## config.mk

```make
export PLATFORM = sky130hd
export DESIGN_NAME = ber_phase_scan_ctrl
export DESIGN_NICKNAME = d
export VERILOG_FILES = /design/src/rtl/ber_phase_scan_ctrl_pkg.sv /design/src/rtl/ber_phase_scan_ctrl_valid_strobe_gen.sv /design/src/rtl/ber_phase_scan_ctrl.sv
export SDC_FILE = /design/constraint.sdc
export NUM_CORES = 1
export LEC_CHECK = 0
export CAP_MARGIN = 20
export CORE_MARGIN = 2
export CORE_UTILIZATION = 51
export DETAILED_ROUTE_END_ITERATION = 12
export PLACE_DENSITY = 0.83
export SYNTH_ARGS = -nofsm -noshare
export SYNTH_HDL_FRONTEND = slang
export SYNTH_SLANG_ARGS = --single-unit
```

## constraint.sdc

```tcl
create_clock -name clk -period 1.85 [get_ports clk]
set_input_delay 0.185 -clock clk [delete_from_list [all_inputs] [get_ports clk]]
set_output_delay 0.185 -clock clk [all_outputs]
set_load 0.01 [all_outputs]
```

## src/rtl/ber_phase_scan_ctrl_pkg.sv

```systemverilog
// rtl/ber_phase_scan_ctrl_pkg.sv - shared constants and FSM encoding for the BER phase scan controller
package ber_phase_scan_ctrl_pkg;

    localparam int PHASE_W       = 2;
    localparam int NUM_PHASES    = 4;
    localparam int BER_W_DEFAULT = 4;

    typedef enum logic [2:0] {
        ST_IDLE,
        ST_ARM,
        ST_RUN,
        ST_EVAL,
        ST_APPLY,
        ST_LOCK
    } state_e;

endpackage

```

## src/rtl/ber_phase_scan_ctrl_valid_strobe_gen.sv

```systemverilog
// rtl/ber_phase_scan_ctrl_valid_strobe_gen.sv - one-cycle strobe every period_i cycles while enabled
module valid_strobe_gen (
    input  logic       clk,
    input  logic       rst,
    input  logic       enable_i,
    input  logic [7:0] period_i,
    output logic       strobe_o
);

    logic [7:0] cnt_q, cnt_d;
    logic       strobe_q, strobe_d;
    logic       wrap;

    assign wrap = (cnt_q == period_i - 8'd1);

    always_comb begin
        cnt_d    = '0;
        strobe_d = 1'b0;
        if (enable_i) begin
            cnt_d    = wrap ? 8'd0 : cnt_q + 8'd1;
            strobe_d = wrap;
        end
    end

    always_ff @(posedge clk or negedge rst) begin
        if (!rst) begin
            cnt_q    <= '0;
            strobe_q <= 1'b0;
        end else begin
            cnt_q    <= cnt_d;
            strobe_q <= strobe_d;
        end
    end

    // Gate with the live enable so a strobe registered on the last enabled cycle never leaks out.
    assign strobe_o = strobe_q & enable_i;

endmodule

```

## src/rtl/ber_phase_scan_ctrl.sv

```systemverilog
// rtl/ber_phase_scan_ctrl.sv - scans four sampling phases against a BER checker and locks on the best one
module ber_phase_scan_ctrl
    import ber_phase_scan_ctrl_pkg::*;
#(
    parameter int BER_W     = BER_W_DEFAULT,
    parameter int VALID_DIV = 4,
    parameter int TIMEOUT   = 4096
) (
    input  logic               clk,
    input  logic               rst,
    input  logic               i_start,
    input  logic               i_done,
    input  logic [BER_W-1:0]   i_min_ber,
    input  logic [BER_W-1:0]   i_min_delay,
    output logic               o_enable,
    output logic [PHASE_W-1:0] o_phase,
    output logic               o_valid,
    output logic [PHASE_W-1:0] o_best_phase,
    output logic [BER_W-1:0]   o_best_delay,
    output logic [BER_W-1:0]   o_best_ber,
    output logic               o_lock,
    output logic               o_busy
);

    localparam logic [15:0]        TMO_LAST   = 16'(TIMEOUT - 1);
    localparam logic [PHASE_W-1:0] LAST_PHASE = PHASE_W'(NUM_PHASES - 1);
    localparam logic [7:0]         DIV        = 8'(VALID_DIV);

    state_e             state_q;
    logic [PHASE_W-1:0] phase_cnt_q;
    logic [15:0]        tmo_cnt_q;
    logic               enable_q;
    logic [PHASE_W-1:0] phase_q;
    logic               busy_q;
    logic               lock_q;

    logic               failed_q;
    logic [BER_W-1:0]   cap_ber_q;
    logic [BER_W-1:0]   cap_delay_q;

    logic               best_valid_q;
    logic [PHASE_W-1:0] best_phase_q;
    logic [BER_W-1:0]   best_delay_q;
    logic [BER_W-1:0]   best_ber_q;

    logic [PHASE_W-1:0] pub_phase_q;
    logic [BER_W-1:0]   pub_delay_q;
    logic [BER_W-1:0]   pub_ber_q;

    logic               start_scan;
    logic               eval_take;

    assign start_scan = i_start && (state_q == ST_IDLE || state_q == ST_LOCK);
    // First passing phase always qualifies, even with an all-ones error count.
    assign eval_take  = !failed_q && (!best_valid_q || cap_ber_q < best_ber_q);

    always_ff @(posedge clk or negedge rst) begin
        if (!rst) begin
            state_q      <= ST_IDLE;
            phase_cnt_q  <= '0;
            tmo_cnt_q    <= '0;
            enable_q     <= 1'b0;
            phase_q      <= '0;
            busy_q       <= 1'b0;
            lock_q       <= 1'b0;
            failed_q     <= 1'b0;
            cap_ber_q    <= '0;
            cap_delay_q  <= '0;
            best_valid_q <= 1'b0;
            best_phase_q <= '0;
            best_delay_q <= '0;
            best_ber_q   <= '1;
            pub_phase_q  <= '0;
            pub_delay_q  <= '0;
            pub_ber_q    <= '1;
        end else if (start_scan) begin
            state_q      <= ST_ARM;
            phase_cnt_q  <= '0;
            phase_q      <= '0;
            enable_q     <= 1'b0;
            busy_q       <= 1'b1;
            lock_q       <= 1'b0;
            best_valid_q <= 1'b0;
            best_phase_q <= '0;
            best_delay_q <= '0;
            best_ber_q   <= '1;
        end else begin
            case (state_q)
                ST_ARM: begin
                    state_q   <= ST_RUN;
                    enable_q  <= 1'b1;
                    tmo_cnt_q <= '0;
                end
                ST_RUN: begin
                    tmo_cnt_q <= tmo_cnt_q + 16'd1;
                    if (i_done) begin
                        state_q     <= ST_EVAL;
                        enable_q    <= 1'b0;
                        failed_q    <= 1'b0;
                        cap_ber_q   <= i_min_ber;
                        cap_delay_q <= i_min_delay;
                    end else if (tmo_cnt_q == TMO_LAST) begin
                        state_q  <= ST_EVAL;
                        enable_q <= 1'b0;
                        failed_q <= 1'b1;
                    end
                end
                ST_EVAL: begin
                    if (eval_take) begin
                        best_valid_q <= 1'b1;
                        best_phase_q <= phase_cnt_q;
                        best_delay_q <= cap_delay_q;
                        best_ber_q   <= cap_ber_q;
                    end
                    if (phase_cnt_q == LAST_PHASE) begin
                        state_q <= ST_APPLY;
                        phase_q <= eval_take ? phase_cnt_q : best_phase_q;
                    end else begin
                        state_q     <= ST_ARM;
                        phase_cnt_q <= phase_cnt_q + PHASE_W'(1);
                        phase_q     <= phase_cnt_q + PHASE_W'(1);
                    end
                end
                ST_APPLY: begin
                    busy_q <= 1'b0;
                    if (best_valid_q) begin
                        state_q     <= ST_LOCK;
                        enable_q    <= 1'b1;
                        pub_phase_q <= best_phase_q;
                        pub_delay_q <= best_delay_q;
                        pub_ber_q   <= best_ber_q;
                        lock_q      <= (best_ber_q == '0);
                    end else begin
                        state_q     <= ST_IDLE;
                        pub_phase_q <= '0;
                        pub_delay_q <= '0;
                        pub_ber_q   <= '1;
                        lock_q      <= 1'b0;
                    end
                end
                default: begin
                end
            endcase
        end
    end

    valid_strobe_gen u_valid_strobe_gen (
        .clk      (clk),
        .rst      (rst),
        .enable_i (enable_q),
        .period_i (DIV),
        .strobe_o (o_valid)
    );

    assign o_enable     = enable_q;
    assign o_phase      = phase_q;
    assign o_best_phase = pub_phase_q;
    assign o_best_delay = pub_delay_q;
    assign o_best_ber   = pub_ber_q;
    assign o_lock       = lock_q;
    assign o_busy       = busy_q;

endmodule
```

Word-level counts from Yosys, hierarchy flattened
Index checks and enable logic that the tools add are counted.
- add/subtract/negate cells: 3
- $lt $le $gt $ge: 1
- equal/unequal tests: 11
- muxes and demuxes: 43
- bitwise gates (word level): 2
- reductions and logical operators: 23
- operators with widths (operator ; count):
    2-to-1 mux 4 bit ; 8
    case mux 16 bit (2 select lines) ; 1
    2-to-1 mux 2 bit ; 10
    adder 16 x 1 -> 16 bit (second input constant) ; 1
    == test 16 x 12 -> 1 bit (second input constant) ; 1
    2-to-1 mux 8 bit ; 2
    2-to-1 mux 1 bit ; 15
    2-to-1 mux 3 bit ; 5
    case mux 3 bit (4 select lines) ; 1
    AND reduction 2 bit ; 5
    nonzero test 2 bit ; 5
    AND reduction 3 bit ; 3
    adder 8 x 1 -> 8 bit (second input constant) ; 1
    == test 8 x 2 -> 1 bit (second input constant) ; 1
    == test 3 x 2 -> 1 bit (second input constant) ; 2
    == test 3 bit (second input constant) ; 2
    nonzero test 5 bit ; 1
    zero test 4 bit ; 1
    less-than comparator 4 bit ; 1
    != test 4 bit (second input constant) ; 1
    nonzero test 4 bit ; 1
    == test 3 x 1 -> 1 bit (second input constant) ; 1
    zero test 3 bit ; 1
    != test 3 bit (second input constant) ; 1
    other kinds (9) ; 12
- flip-flop bits (word level): 65
- bits of input ports: 12
- word-level logic and storage cells: 102

Depth between registers and ports, before layout
- depth in word-level cells: 7
- gate-level depth with buffers: 8
- mapped depth without buffers: 7

By module
A second synthesis with hierarchy kept.
- cell total of the unflattened synthesis: 365
- area total of the unflattened synthesis: 3507.1 um^2
- modules (own cells, without submodules) (module ; instances ; cells an instance ; area each (um^2)):
    ber_phase_scan_ctrl ; 1 ; 288 ; 2786.4
    valid_strobe_gen ; 1 ; 77 ; 720.7

Least setup slack after synthesis
Ideal clock, no wire load.
- path kind: register -> register
- start: register best_ber_q[1]
- end: register best_delay_q[0]
- arrival time: 1.768 ns
- setup slack: -0.044 ns
- stages on the path, launching flop included: 8
- period minus slack after synthesis: 1.894 ns
- cells stage by stage: dfstp_2 inv_1 ha_1 o211ai_1 o21ai_0 a211oi_4 buf_6 o21ai_0
- cells in the longest elaborated chain, start to end: 5
- ends and longest elaborated chain (item ; RTL line ; source):
    start: declaration ; ber_phase_scan_ctrl.sv:44 ; logic [BER_W-1:0] best_ber_q;
    start signal: assignment ; ber_phase_scan_ctrl.sv:113 ; best_ber_q <= cap_ber_q;
    less-than comparator 4 bit ; ber_phase_scan_ctrl.sv:55 ; assign eval_take = !failed_q && (!best_valid_q || cap_ber_q < best_ber_q);
    logical OR 1 bit ; ber_phase_scan_ctrl.sv:55 ;
    logical AND 1 bit ; ber_phase_scan_ctrl.sv:55 ;
    nonzero test 2 bit (no source line) ; - ;
    AND reduction 2 bit (no source line) ; - ;
    end signal: assignment ; ber_phase_scan_ctrl.sv:112 ; best_delay_q <= cap_delay_q;
    end: declaration ; ber_phase_scan_ctrl.sv:43 ; logic [BER_W-1:0] best_delay_q;
No other way between the ends.
A chain may end at the register's enable or synchronous reset.

Worst setup path in the final report
- start: register best_ber_q[1]
- end: register best_ber_q[1]
- cells in the longest elaborated chain, start to end: 5
- ends and longest elaborated chain (item ; RTL line):
    less-than comparator 4 bit ; ber_phase_scan_ctrl.sv:55
    logical OR 1 bit ; ber_phase_scan_ctrl.sv:55
    logical AND 1 bit ; ber_phase_scan_ctrl.sv:55
    nonzero test 2 bit (no source line) ; -
    AND reduction 2 bit (no source line) ; -
No other way between the ends.

==> results.md <==
* Status: finished, final reports clean
* Clock-pin slew on the worst setup and hold paths at 70 ps
* Crit-path max FO at 3
* Worst r2r dst: best_ber_q[1]
* Synth top cells by count: 57 x dfrtp_1, 44 x o21ai_0, 43 x nand2_1, 23 x nor2_1, 17 x a21oi_1
* Mapped Nets at about 340
* Static Leak at around 1.7 nW
* Met3 wire length at 213 microns
* Asr flop ratio synth at 100.0%
* Top-area cell type share of the netlist area at ~46%
* Req. time, crit path at ~2100 ps
* Worst R2R Start: best_ber_q[1]
* Adder-cell share of the synthesized area at 2.410%
* CTS tree: yes
* Placed Cells at 424
* DR pass1 iterations at 5
* Leading area contributor after synthesis: dfrtp_1
* Max Clock Skew at 10.36 ps
* Die W at slightly above 80 microns
* Largest family of logic cells by synthesized area: simple AND/OR/NAND/NOR gates
* Max Used Layer: met4
* Ant diodes at 0
* Mux contribution to synthesized area at approximately 3.5%
* Synth Area in Simple Gates at about 18%
* Max_cap viols at 0
* Layout Cells excl Fill at 443
* Slew Viols, Final at 0
* Met2 routed WL at approximately 3.2 mm
* Mean Syn Cell Area at 9.828 sq um
* Post-Syn Area at 0.003115 sq mm
* Fillers at 437
* Initial antenna violation count at 0
* Die height at 82.16 microns
* Distinct cell type count after synthesis at 44
* Top FF cell, synth: dfrtp_1
* Routed vias at between 2000 and 3000
* Final setup fails at 0
* Port Buffers at 27
* Clock tree buffer depth at 2
* Area growth from synthesis to layout at 22.89%
* Worst-Margin Slew at ~560 ps
* Drt wl/cell at around 15 microns
* Post-synth EDFFs at 0
* Largest net degree at the start of global routing at 28
* CP startpoint kind: flop
* Final Util at between 60% and 70%
* Synthesis-stage register bit count at 65
* Pwr Total at ~6.2 mW
* Crit path kind: flop to flop
* Remaining antenna violation count at 0
* Sequential element share of the synthesized area at approximately 53%
* Pwr dens at about 1600 mW/mm^2
* # H-tree levels at 3
* DIE AREA at 0.006750 sq mm
* R2R depth at 8
* Post-route cell area at 0.003829 sq mm
* Endpoints failing hold at 0
* CTS buffer count at 9
* DRT iter0 DRCs at 275
* Number of I/O pins at 28
* Number of global-route vias before repair at approximately 2400
* Hold Crit Class: input pin to async pin
* Total GRT Usage at roughly a fifth
* Fin crit period at roughly 1800 ps
* Area contributors post-synth: dfrtp_1 46%, o21ai_0 7.1%, dfstp_2 6.7%
* Worst Path Arrival at 2100 ps
* Routed WL at between 6 and 7 mm
* Core area at approximately 0.006 sq mm
* CTS root buf: clkbuf_8
* Worst setup EP type: flop
* FMAX at between 0.5 and 0.6 GHz
* Vias per Instance at 5.652
* Dpl cell area at ~0.0035 sq mm
* Compound-Gate Fraction of Synth Area at between 10% and 20%
* First-pass GRT wire length at ~11 mm
* Post-Synthesis Cells at between 300 and 400
* Clock Sinks at 65
* Share of cells above drive strength 1 at 22.28%
* Total congestion overflow at 0
* Synth warn at 0
* RePlAce Congestion at around 0.79
* Cell Rows at 28
* RSZ-0062 raised after global routing: yes
* Final #Nets at between 300 and 400
* Relative slew margins at between 60% and 70%
* Worst-Skew Late Latency at 350 ps
* Drt drc at 0
* Wire length on met1 at between 2 and 3 mm
* Initial Util at between 50% and 60%
* XOR/XNOR share of the synthesized area at between 2 and 3%
* Most frequent cell after synthesis: dfrtp_1
* Worst VDD drop at slightly above 0.0009 V
* DPL Wire Length at ~4.4 mm
* TNS Setup at 0 ps
* R2R setup slack at roughly 19 ps
* Final period util at a little over nine tenths
==> layer usage <==
layer / vias to the layer above / global-route usage, %
met5: - / 0
met4: 0 / 11.00
met3: 10 / 3.043
met2: 58 / 32.68
met1: 1219 / 28.38
li1: 1217 / -
==> layout by cell type (no fill, tap or decap), types with 2 or more instances in the layout <==
| master | instances |
|---|---|
| o21ai_1 | 2 |
| a21o_2 | 2 |
| xor2_1 | 4 |
| o21ai_0 | 41 |
| nor3_1 | 6 |
| ha_1 | 3 |
| nand4_1 | 10 |
| a21o_1 | 6 |
| a21oi_2 | 4 |
| clkdlybuf4s50_1 | 26 |
| ha_4 | 2 |
| dfrtp_2 | 2 |
| or4_1 | 2 |
| dfstp_2 | 8 |
| buf_6 | 2 |
| xnor2_1 | 6 |
| buf_4 | 20 |
| nand2_1 | 43 |
| and3_1 | 2 |
| clkbuf_8 | 10 |
| a21oi_1 | 13 |
| inv_1 | 7 |
| nand3_1 | 11 |
| inv_2 | 3 |
| a31oi_1 | 8 |
| nor2b_1 | 2 |
| clkinv_2 | 4 |
| and2_1 | 2 |
| o211ai_1 | 2 |
| dfrtp_1 | 55 |
| nor2_1 | 23 |
| and3_2 | 2 |
| mux2_2 | 8 |
==> timing repair <==
| item | in CTS | in global routing |
|---|---|---|
| buffers inserted | 1 | 1 |
| pin swaps | 4 | 4 |
| hold endpoints to repair | 17 | 0 |
| gates resized for setup | 5 | 16 |
| setup endpoints to repair | 12 | 25 |
| hold buffers | 1 | 0 |
| gates cloned | 0 | 0 |
==> cell type report <==
type	count	area, sq um	share of cell area (%)
repair buffers	51	467.9	12.22
flip-flops and latches	65	1639	42.81
multi-input cells	226	1395	36.44
inverters	10	37.54	0.9804
well taps	75	93.84	2.451
clock inverters	6	57.56	1.503
clock buffers	10	137.6	3.595
==> metrics by stage <==
| stage | worst slack [ps] | hold slack [ps] |
|---|---|---|
| floorplan | 41.51 | -110.6 |
| global placement | -5.761 | 198.1 |
| detailed placement | -70.21 | 206.9 |
| CTS | -15.84 | 372.6 |
| global route | -56.65 | 423.6 |
| finish | 18.99 | 372.7 |
==> power breakdown <==
group / switching, mW / leakage, nW / total [mW] / internal [mW]
clock network: 0.539 / 0.102 / 1.19 / 0.649
registers: 0.448 / 0.827 / 2.39 / 1.94
logic: 1.29 / 0.787 / 2.61 / 1.32
==> cells by family (layout without fill, tap and decap cells) <==
kind of cell | count (synthesis) | count (layout)
and+or+nand+nor | 113 | 113
AOI/OAI and AO/OA | 87 | 87
DFF | 65 | 65
buffers and inverters | 26 | 77
xor gates and xnor gates | 10 | 10
muxes | 10 | 10
adders and majority gates | 6 | 6
==> how the worst max path moves through the flow <==
stage | startpoint | to | cells past startpoint
finish | best_ber_q[1] | best_ber_q[1] | 8
detailed placement | best_ber_q[1] | best_ber_q[0] | 8
global route | best_ber_q[1] | o_phase[1] | 8
floorplan | best_ber_q[1] | best_delay_q[0] | 7
global placement | best_ber_q[2] | best_phase_q[0] | 8
CTS | best_ber_q[1] | best_ber_q[3] | 8
==> sequential cells by signal, indices dropped and copies added, names as in the netlist <==
| name | cells |
|---|---|
| o_enable | 1 |
| cap_ber_q | 4 |
| u_valid_strobe_gen.strobe_q | 1 |
| o_best_delay | 4 |
| phase_cnt_q | 2 |
| best_ber_q | 4 |
| tmo_cnt_q | 16 |
| failed_q | 1 |
| o_phase | 2 |
| o_best_ber | 4 |
| state_q | 3 |
| o_best_phase | 2 |
| best_valid_q | 1 |
| u_valid_strobe_gen.cnt_q | 8 |
| best_phase_q | 2 |
| o_busy | 1 |
| cap_delay_q | 4 |
| best_delay_q | 4 |
| o_lock | 1 |
==> worst max-delay path, stage by stage, from the launching register on <==
cell      delay [ps]
dfstp_2          540
inv_2             50
ha_4             220
o211ai_1         190
o21ai_2          100
a211oi_4         300
buf_6            160
a21oi_2           30
a21o_2           190
(Power assumes the default switching activity.)
